[src/rtl/conv_feeder_pkg.sv]
// Shared types and constants for the convolution stream feeder.
// FSM encoding and distribution-mode selectors.
package conv_feeder_pkg;

  typedef enum logic [1:0] {
    ST_IDLE,
    ST_SERVE,
    ST_GUARD
  } feed_state_e;

  localparam int MODE_RR    = 0;
  localparam int MODE_BCAST = 1;

endpackage

[src/rtl/conv_feeder_fifo.sv]
// Synchronous FIFO with occupancy count.
// Head word is presented combinationally on dout.
module conv_feeder_fifo #(
  parameter int W     = 19,
  parameter int DEPTH = 16
) (
  input  logic                   clk,
  input  logic                   rst_n,
  input  logic                   push,
  input  logic [W-1:0]           din,
  input  logic                   pop,
  output logic [W-1:0]           dout,
  output logic [$clog2(DEPTH):0] count
);

  localparam int AW = $clog2(DEPTH);

  logic [W-1:0]  mem [DEPTH];
  logic [AW-1:0] wr_q;
  logic [AW-1:0] rd_q;
  logic [AW:0]   cnt_q;

  always_ff @(posedge clk) begin
    if (push) mem[wr_q] <= din;
  end

  always_ff @(posedge clk) begin
    if (!rst_n) begin
      wr_q  <= '0;
      rd_q  <= '0;
      cnt_q <= '0;
    end else begin
      if (push) wr_q <= wr_q + AW'(1);
      if (pop)  rd_q <= rd_q + AW'(1);
      unique case ({push, pop})
        2'b10:   cnt_q <= cnt_q + (AW+1)'(1);
        2'b01:   cnt_q <= cnt_q - (AW+1)'(1);
        default: ;
      endcase
    end
  end

  assign dout  = mem[rd_q];
  assign count = cnt_q;

endmodule

[src/rtl/axis_conv_stream_feeder.sv]
// AXI-Stream to multi-channel feeder: buffers words, then serves
// them round-robin or broadcast with a one-cycle guard per serve.
module axis_conv_stream_feeder
  import conv_feeder_pkg::*;
#(
  parameter int DATA_W = 16,
  parameter int DEPTH  = 16,
  parameter int NUM_CH = 4,
  parameter int MODE   = 0
) (
  input  logic                   S_AXIS_ACLK,
  input  logic                   S_AXIS_ARESETN,
  input  logic [DATA_W-1:0]      S_AXIS_TDATA,
  input  logic [DATA_W/8-1:0]    S_AXIS_TSTRB,
  input  logic                   S_AXIS_TLAST,
  input  logic                   S_AXIS_TVALID,
  output logic                   S_AXIS_TREADY,
  input  logic [NUM_CH-1:0]      ch_enable,
  input  logic [NUM_CH-1:0]      ch_needs_data,
  output logic [DATA_W-1:0]      ch_data,
  output logic                   ch_last,
  output logic [NUM_CH-1:0]      ch_served,
  output logic [$clog2(DEPTH):0] fifo_count,
  output logic [15:0]            frame_count
);

  localparam int SW = DATA_W / 8;
  localparam int FW = DATA_W + SW + 1;
  localparam int CW = $clog2(DEPTH) + 1;
  localparam int PW = (NUM_CH > 1) ? $clog2(NUM_CH) : 1;

  feed_state_e state_q;
  feed_state_e state_d;

  logic              push;
  logic              pop;
  logic              start;
  logic              go;
  logic [FW-1:0]     din;
  logic [FW-1:0]     head;
  logic [CW-1:0]     cnt;
  logic [CW-1:0]     cnt_nxt;
  logic [NUM_CH-1:0] elig;
  logic [NUM_CH-1:0] win_mask;
  logic [NUM_CH-1:0] mask_q;
  logic [PW-1:0]     rr_q;
  logic [PW-1:0]     rr_win;
  logic [PW-1:0]     idx;
  logic              rr_hit;
  logic [15:0]       frame_q;
  logic              unused_strb;

  assign push    = S_AXIS_TVALID & S_AXIS_TREADY;
  assign pop     = (state_q == ST_SERVE);
  assign din     = {S_AXIS_TLAST, S_AXIS_TSTRB, S_AXIS_TDATA};
  assign cnt_nxt = cnt + CW'(push) - CW'(pop);
  assign elig    = ch_enable & ch_needs_data;

  assign unused_strb = ^head[DATA_W +: SW];

  conv_feeder_fifo #(
    .W     (FW),
    .DEPTH (DEPTH)
  ) u_fifo (
    .clk   (S_AXIS_ACLK),
    .rst_n (S_AXIS_ARESETN),
    .push  (push),
    .din   (din),
    .pop   (pop),
    .dout  (head),
    .count (cnt)
  );

  // Search upward from the slot after the last winner.
  always_comb begin
    rr_hit = 1'b0;
    rr_win = rr_q;
    idx    = '0;
    for (int k = 1; k <= NUM_CH; k++) begin
      idx = PW'((int'(rr_q) + k) % NUM_CH);
      if (!rr_hit && elig[idx]) begin
        rr_hit = 1'b1;
        rr_win = idx;
      end
    end
  end

  always_comb begin
    win_mask = '0;
    if (MODE == MODE_BCAST) begin
      win_mask = ch_enable;
      go = (|ch_enable) && (elig == ch_enable);
    end else begin
      win_mask[rr_win] = 1'b1;
      go = rr_hit;
    end
    go = go && (cnt != '0);
  end

  always_comb begin
    state_d = state_q;
    start   = 1'b0;
    unique case (state_q)
      ST_IDLE: begin
        if (go) begin
          state_d = ST_SERVE;
          start   = 1'b1;
        end
      end
      ST_SERVE: state_d = ST_GUARD;
      ST_GUARD: state_d = ST_IDLE;
      default:  state_d = ST_IDLE;
    endcase
  end

  // Word, winner mask and pointer are latched on SERVE entry so
  // enable changes during SERVE/GUARD cannot alter the word in flight.
  always_ff @(posedge S_AXIS_ACLK) begin
    if (!S_AXIS_ARESETN) begin
      state_q       <= ST_IDLE;
      S_AXIS_TREADY <= 1'b0;
      ch_served     <= '0;
      ch_data       <= '0;
      ch_last       <= 1'b0;
      mask_q        <= '0;
      rr_q          <= PW'(NUM_CH - 1);
      frame_q       <= '0;
    end else begin
      state_q       <= state_d;
      S_AXIS_TREADY <= (cnt_nxt < CW'(DEPTH));
      ch_served     <= (state_q == ST_SERVE) ? mask_q : '0;
      if (start) begin
        ch_data <= head[DATA_W-1:0];
        ch_last <= head[FW-1];
        mask_q  <= win_mask;
        if (MODE == MODE_RR) rr_q <= rr_win;
      end
      if (push && S_AXIS_TLAST) frame_q <= frame_q + 16'd1;
    end
  end

  assign fifo_count  = cnt;
  assign frame_count = frame_q;

endmodule

[config.mk]
export PLATFORM = sky130hd
export DESIGN_NAME = axis_conv_stream_feeder
export DESIGN_NICKNAME = d
export VERILOG_FILES = /design/src/rtl/conv_feeder_pkg.sv /design/src/rtl/conv_feeder_fifo.sv /design/src/rtl/axis_conv_stream_feeder.sv
export SDC_FILE = /design/constraint.sdc
export NUM_CORES = 1
export LEC_CHECK = 0
export ABC_AREA = 0
export BUFFER_PORTS_ARGS = -buffer_cell sky130_fd_sc_hd__buf_2
export CORE_MARGIN = 5
export CORE_UTILIZATION = 45
export DETAILED_ROUTE_END_ITERATION = 12
export MAX_ROUTING_LAYER = met4
export PLACE_DENSITY = 0.72
export SETUP_SLACK_MARGIN = 0.4
export SYNTH_ARGS = -nofsm -noshare
export SYNTH_HDL_FRONTEND = slang
export SYNTH_SLANG_ARGS = --single-unit
[constraint.sdc]
create_clock -name S_AXIS_ACLK -period 5.7 [get_ports S_AXIS_ACLK]
set_input_delay 1.71 -clock S_AXIS_ACLK [delete_from_list [all_inputs] [get_ports S_AXIS_ACLK]]
set_output_delay 1.71 -clock S_AXIS_ACLK [all_outputs]
set_load 0.02 [all_outputs]
# ---- After elaboration in Yosys (flattened, before gate mapping)
# Memory sizes are Yosys's and may differ from the RTL's. A register that Yosys moved wholly into a read port is not among the register bits.
# Cells that the tools add are included.
# Widths: inputs -> output; s select.
dict set report totals {
  ff_bits 42
  mem_bits_rw 304
  in_bits 30
  elab_cells 73
  mem_count 1
}
dict set report op_classes {
  add_sub_neg 11
  magnitude_cmp 7
  eq_ne 4
  muxes 25
  bitwise 2
  n_reduce_logical 14
}
# memory depth width rd rd_clocked_by_memory_dff wr line_no
set mem_list {}
lappend mem_list {u_fifo.mem 16 19 1 1 1 conv_feeder_fifo.sv:18} ;# logic [W-1:0] mem [DEPTH];
# op n
set ops {}
lappend ops {{$add 16x1->16 const B} 1}
lappend ops {{$lt 2x3->1 const B} 5}
lappend ops {{$mux 1} 13}
lappend ops {{$mux 2} 5}
lappend ops {{$pmux 5 s2} 1}
lappend ops {{$add 4x1->4 const B} 2}
lappend ops {{$bmux 1 s2} 4}
lappend ops {{$logic_and 1x1->1} 6}
lappend ops {{$add 5x1->5} 1}
lappend ops {{$add 5x1->5 const B} 1}
lappend ops {{$lt 5x5->1 const B} 1}
lappend ops {{$reduce_bool 5->1} 1}
lappend ops {{$sub 5x1->5} 1}
lappend ops {{$sub 5x1->5 const B} 1}
lappend ops {{$add 2x1->2 const B} 2}
lappend ops {{$add 2x2->2 const B} 2}
lappend ops {{$and 4x4->4} 1}
lappend ops {{$eq 2x1->1 const B} 2}
lappend ops {{$logic_not 1->1} 4}
lappend ops {{$pmux 2 s2} 1}
lappend ops {{$demux 1 s2} 1}
lappend ops {{$eq 2x2->1 const B} 1}
lappend ops {{$ge 2x1->1 const B} 1}
lappend ops {{$logic_not 2->1} 1}
lappend ops {{other kinds (4)} 4}

# ---- Depth between registers and ports, before layout
dict set report depth {
  word_depth 17
  depth_mapped 12
  mapped_depth_nobuf 10
}

# ---- Modules after synthesis
# Synthesis repeated with hierarchy kept, for this count alone.
dict set report hier_totals {
  cells_unflattened 800
  hier_area_um2 14303.7
}
# mod instances cells_each area_each_um2
set modules_own_cells {}
lappend modules_own_cells {conv_feeder_fifo 1 569 12308.1}
lappend modules_own_cells {axis_conv_stream_feeder 1 231 1995.7}

# ---- Least setup slack after synthesis
# Ideal clock, no wire load.
dict set report synth_timing {
  path_type {input port to flip-flop}
  from {input port S_AXIS_TVALID}
  to {memory u_fifo.mem[3][0], enable pin}
  t_arrival_ns 3.523
  slack_ns 1.764
  cell_stages 4
  cell_sequence {and2_1 -> clkbuf_1 -> nand2_1 -> nor3_1}
}
dict set report synth_between {
  elab_chain_len 3
}
# item line_no
set synth_lines {}
lappend synth_lines {{start, declared} axis_conv_stream_feeder.sv:16} ;# input logic S_AXIS_TVALID,
lappend synth_lines {{$and 1x1->1} axis_conv_stream_feeder.sv:53} ;# assign push = S_AXIS_TVALID & S_AXIS_TREADY;
lappend synth_lines {{$mux 1} conv_feeder_fifo.sv:24} ;# if (push) mem[wr_q] <= din;
lappend synth_lines {{$mux 1 (implied by the code)} conv_feeder_fifo.sv:24}
lappend synth_lines {{end, declared} conv_feeder_fifo.sv:18}
# Every way passes these cells.

# ---- Worst setup path in the final report
dict set report layout_timing {
  from {input port S_AXIS_TVALID}
  to {register u_fifo.cnt_q[2], in the netlist u_fifo.count[2]}
}
dict set report layout_between {
  elab_chain_len 3
  elab_cells_between_ends 5
  classes_between {2 x eq/ne; 1 x mux; 1 x bitwise; 1 x reduce/logical}
}
# item line_no
set layout_lines {}
lappend layout_lines {{$and 1x1->1 (*)} axis_conv_stream_feeder.sv:53}
lappend layout_lines {{$eq 2x1->1 / $eq 2x2->1 (equally long branches)} conv_feeder_fifo.sv:35} ;# unique case ({push, pop})
lappend layout_lines {{$pmux 5 s2 / $reduce_bool 2->1 (equally long branches)} n/a}
lappend layout_lines {{end signal, assigned} conv_feeder_fifo.sv:36} ;# 2'b10: cnt_q <= cnt_q + (AW+1)'(1);
lappend layout_lines {{end signal, assigned} conv_feeder_fifo.sv:37} ;# 2'b01: cnt_q <= cnt_q - (AW+1)'(1);
lappend layout_lines {{end, declared} conv_feeder_fifo.sv:21} ;# logic [AW:0] cnt_q;
# Mark *: on every way between the ends. The rest lies on a longest branch, timed or not.
# A chain may end at the register's enable or synchronous reset.

==> run metrics <==
status complete, no violations; Reg power frac between 40% and 50%; Antenna Cells 0; RSZ-0062 raised after global routing false; Area Growth Syn to Fin 14.1%; WL per Instance around 21 um; initial antenna violation count 0; Ports 73; CP endpoint kind flip-flop; R2R setup slack between 2 and 3 ns; H-tree depth 2; Initial Util 45.7%; clock tree sinks 331; Post-Syn Instances 720; post_cts resized 0; Period Utilization, post-route about two thirds; initial DRC count roughly 630; Yosys reg bits ~330; postcts setup bufs 0; DP Cell Count approximately 1200; Primary FF master, synth edfxtp_1; RePlAce Congestion 0.725; post-synthesis sequential area ratio around 70%; Post-synth EDFFs approximately 270; first-pass GRT wire length 40000 um; post-route ant nets 0; setup violators final 0; CP max-delay cell ha_1; cell area after synthesis 13200 um2; nets@finish around 850; VDD IR-drop max between 0.00015 and 0.0002 V; Synthesized Nets approximately 760; clock share of power 33.7%; cell-internal power between 4 and 5 mW; sw frac roughly a quarter; mean area per synthesized cell roughly 18 um2; worst flop-to-flop path startpoint S_AXIS_TREADY; crit path DAT 4.31 ns; combinational power share 17.9%; static leakage between 5 and 6 nW; routed vias 6658; Final Hold Vio Count 0; clock buffer depth 3; f_max 256 MHz; reg2reg path depth 10; largest net degree at the start of global routing 54; clk_lat worst skew roughly 0.52 ns; Hold Crit Class reg -> reg; Non-Filler Instances ~1200; crit path max fanout 13; DP HPWL 15200 um; GRT Total Usage between 10% and 20%; share of cells above drive strength 1 between 20% and 30%; crit-path max cell delay around 0.47 ns; Synth cell types 53; Period minus WS final a little under 4 ns; CTS Hold Bufs 0; Psw ~1.6 mW; core footprint ~29000 um2; Rows between 60 and 70; clock transition at the registers of the reported paths around 0.06 ns; maxcap violations 0; CTS tree yes; max-slew violation count 0; GRT overflow 0; CP Cell Sequence buf_2 > and2_1 > clkinv_1 > ha_1 > xor2_1 > ha_1 > nor4b_1 > a21oi_1 > and3b_1 > xnor2_1 > and2_1; worst hold stages 2; Die X between 150 and 200 um; synth warn 0; WP data required about 6.1 ns; setup TNS 0 ns; Post-Route WL 25900 um; clock skew 0.0207 ns; max_slew headroom between 20% and 30%; CTS root buffer clkbuf_16; drt first pass iters 5; Slew @ Worst Pin around 1.2 ns; PwrDens 406 nW/um2; CP delay by family, top simple AND/OR/NAND/NOR gates; Die ar. 32800 um2; DRC errors left 0; die height about 180 um; CTS Buf Count 34; critical path class in -> reg; I/O Buffers 70; Buf/Inv on CP 2; Post-synth ARST share 0%; via/cell ratio between 5 and 6; CP startpoint kind primary input; hold path endpoint mask_q[0]; RR Endpoint u_fifo.count[2]; number of global-route vias before repair roughly 6800; hold_sp mask_q[0]
[cell families (layout without fill, tap and decap cells)]
| group | after synthesis | count (layout) | synth area share [%] |
|---|---|---|---|
| adder cells (fa/ha/maj) | 13 | 13 | 1.24 |
| AO/OA/AOI/OAI | 49 | 49 | 3.12 |
| multiplexers | 107 | 107 | 15.3 |
| flip-flops | 331 | 331 | 71.0 |
| AND/OR/NAND/NOR | 145 | 145 | 5.80 |
| XOR/XNOR | 25 | 25 | 1.66 |
| buffers and inverters | 50 | 158 | 1.81 |
[through the flow]
stage	total power, mW	cell area (um2)	utilization (%)	setup slack (ns)	hold WS [ns]
2_1_floorplan	3.80	13200	-	1.76	0.417
3_3_place_gp	4.08	14000	48.6	1.36	0.441
3_5_place_dp	4.11	14000	48.6	1.29	0.446
4_1_cts	6.15	15000	52.2	1.80	0.460
5_1_grt	6.36	15000	52.2	1.48	0.473
6_report	6.09	15000	52.2	1.79	0.452
[power groups by stage]
stage	Combinational, mW	Clock [mW]	Sequential, mW
floorplan	0.845	0	2.96
global placement	1.08	0	3.00
detailed placement	1.10	0	3.00
CTS	1.11	2.09	2.96
global route	1.19	2.19	2.97
finish	1.09	2.05	2.95
[registers in the layout, indices dropped and copies added, names as in the netlist, 2 cells and up]
register	cells
u_fifo.mem	272
ch_data	16
frame_count	16
u_fifo.count	5
ch_served	4
mask_q	4
u_fifo.rd_q	4
u_fifo.wr_q	4
rr_q	2
state_q	2
[per-layer routing]
| metal | vias to the layer above | wire (um) | GRT usage, % |
|---|---|---|---|
| met4 | 0 | 412 | 3.69 |
| met1 | 3432 | 11100 | 20.7 |
| li1 | 3042 | - | - |
| met3 | 33 | 1270 | 2.75 |
| met2 | 151 | 13100 | 27.2 |
| met5 | - | 0 | - |
[placed cells by master, fill, tap and decap left out, types with 8 or more instances in the layout]
cell and count:
xnor2_1 18, inv_1 10, nor2_1 23, mux4_2 48, ha_1 13, and3_1 8
nor2_2 13, mux4_1 20, clkbuf_16 35, buf_2 70, nand4_1 9, a221o_1 17
dfxtp_1 56, mux2_2 18, nand2_1 30, and2_1 22, clkinv_1 9, buf_4 17
mux2i_1 21, edfxtp_1 272
[worst min-delay path: stages, from the launching register on]
cell and delay, ns:
dfxtp_1 0.32, nand2_1 0.05, o31ai_1 0.05
[how the worst max path moves through the flow]
| stage | cells past startpoint | slack, ns | endpoint | from |
|---|---|---|---|---|
| floorplan | 4 | 1.76 | u_fifo.mem[3][0] | S_AXIS_TVALID |
| global placement | 11 | 1.36 | u_fifo.count[2] | S_AXIS_TVALID |
| detailed placement | 11 | 1.29 | u_fifo.count[2] | S_AXIS_TVALID |
| CTS | 11 | 1.80 | u_fifo.count[2] | S_AXIS_TVALID |
| global route | 11 | 1.48 | u_fifo.count[2] | S_AXIS_TVALID |
| finish | 11 | 1.79 | u_fifo.count[2] | S_AXIS_TVALID |
[Yosys cell counts, drive strengths merged, types with 2 or more instances]
master	instances	area, um2
and2	22	138
nand4	9	56.3
a221o	17	170
o21ai	3	15.0
o211ai	4	30.0
a21oi	4	20.0
a32o	2	20.0
mux4	68	1610
nor2	36	138
dfxtp	59	1180
nand2b	6	37.5
ha	13	163
xnor2	18	158
nor3	8	45.0
inv	10	37.5
nand2	32	125
o31ai	4	30.0
xor2	7	61.3
nand4b	3	26.3
nor2b	6	37.5
a22oi	3	22.5
a21boi	2	15.0
mux2	18	203
buf	14	103
nor3b	2	15.0
edfxtp	272	8170
a2bb2oi	2	17.5
clkbuf	25	93.8
nor4b	2	23.8
and3	8	50.1
nand3	7	35.0
mux2i	21	210
[final cells by class]
type / instances / area, um2
fillers: 2256 / 13800
flip-flops and latches: 331 / 9360
multi-input cells: 339 / 3630
clock buffers: 42 / 902
well taps: 384 / 480
repair buffers: 87 / 478
clock inverters: 18 / 128
inverters: 11 / 41.3
(Power assumes the default switching activity.)
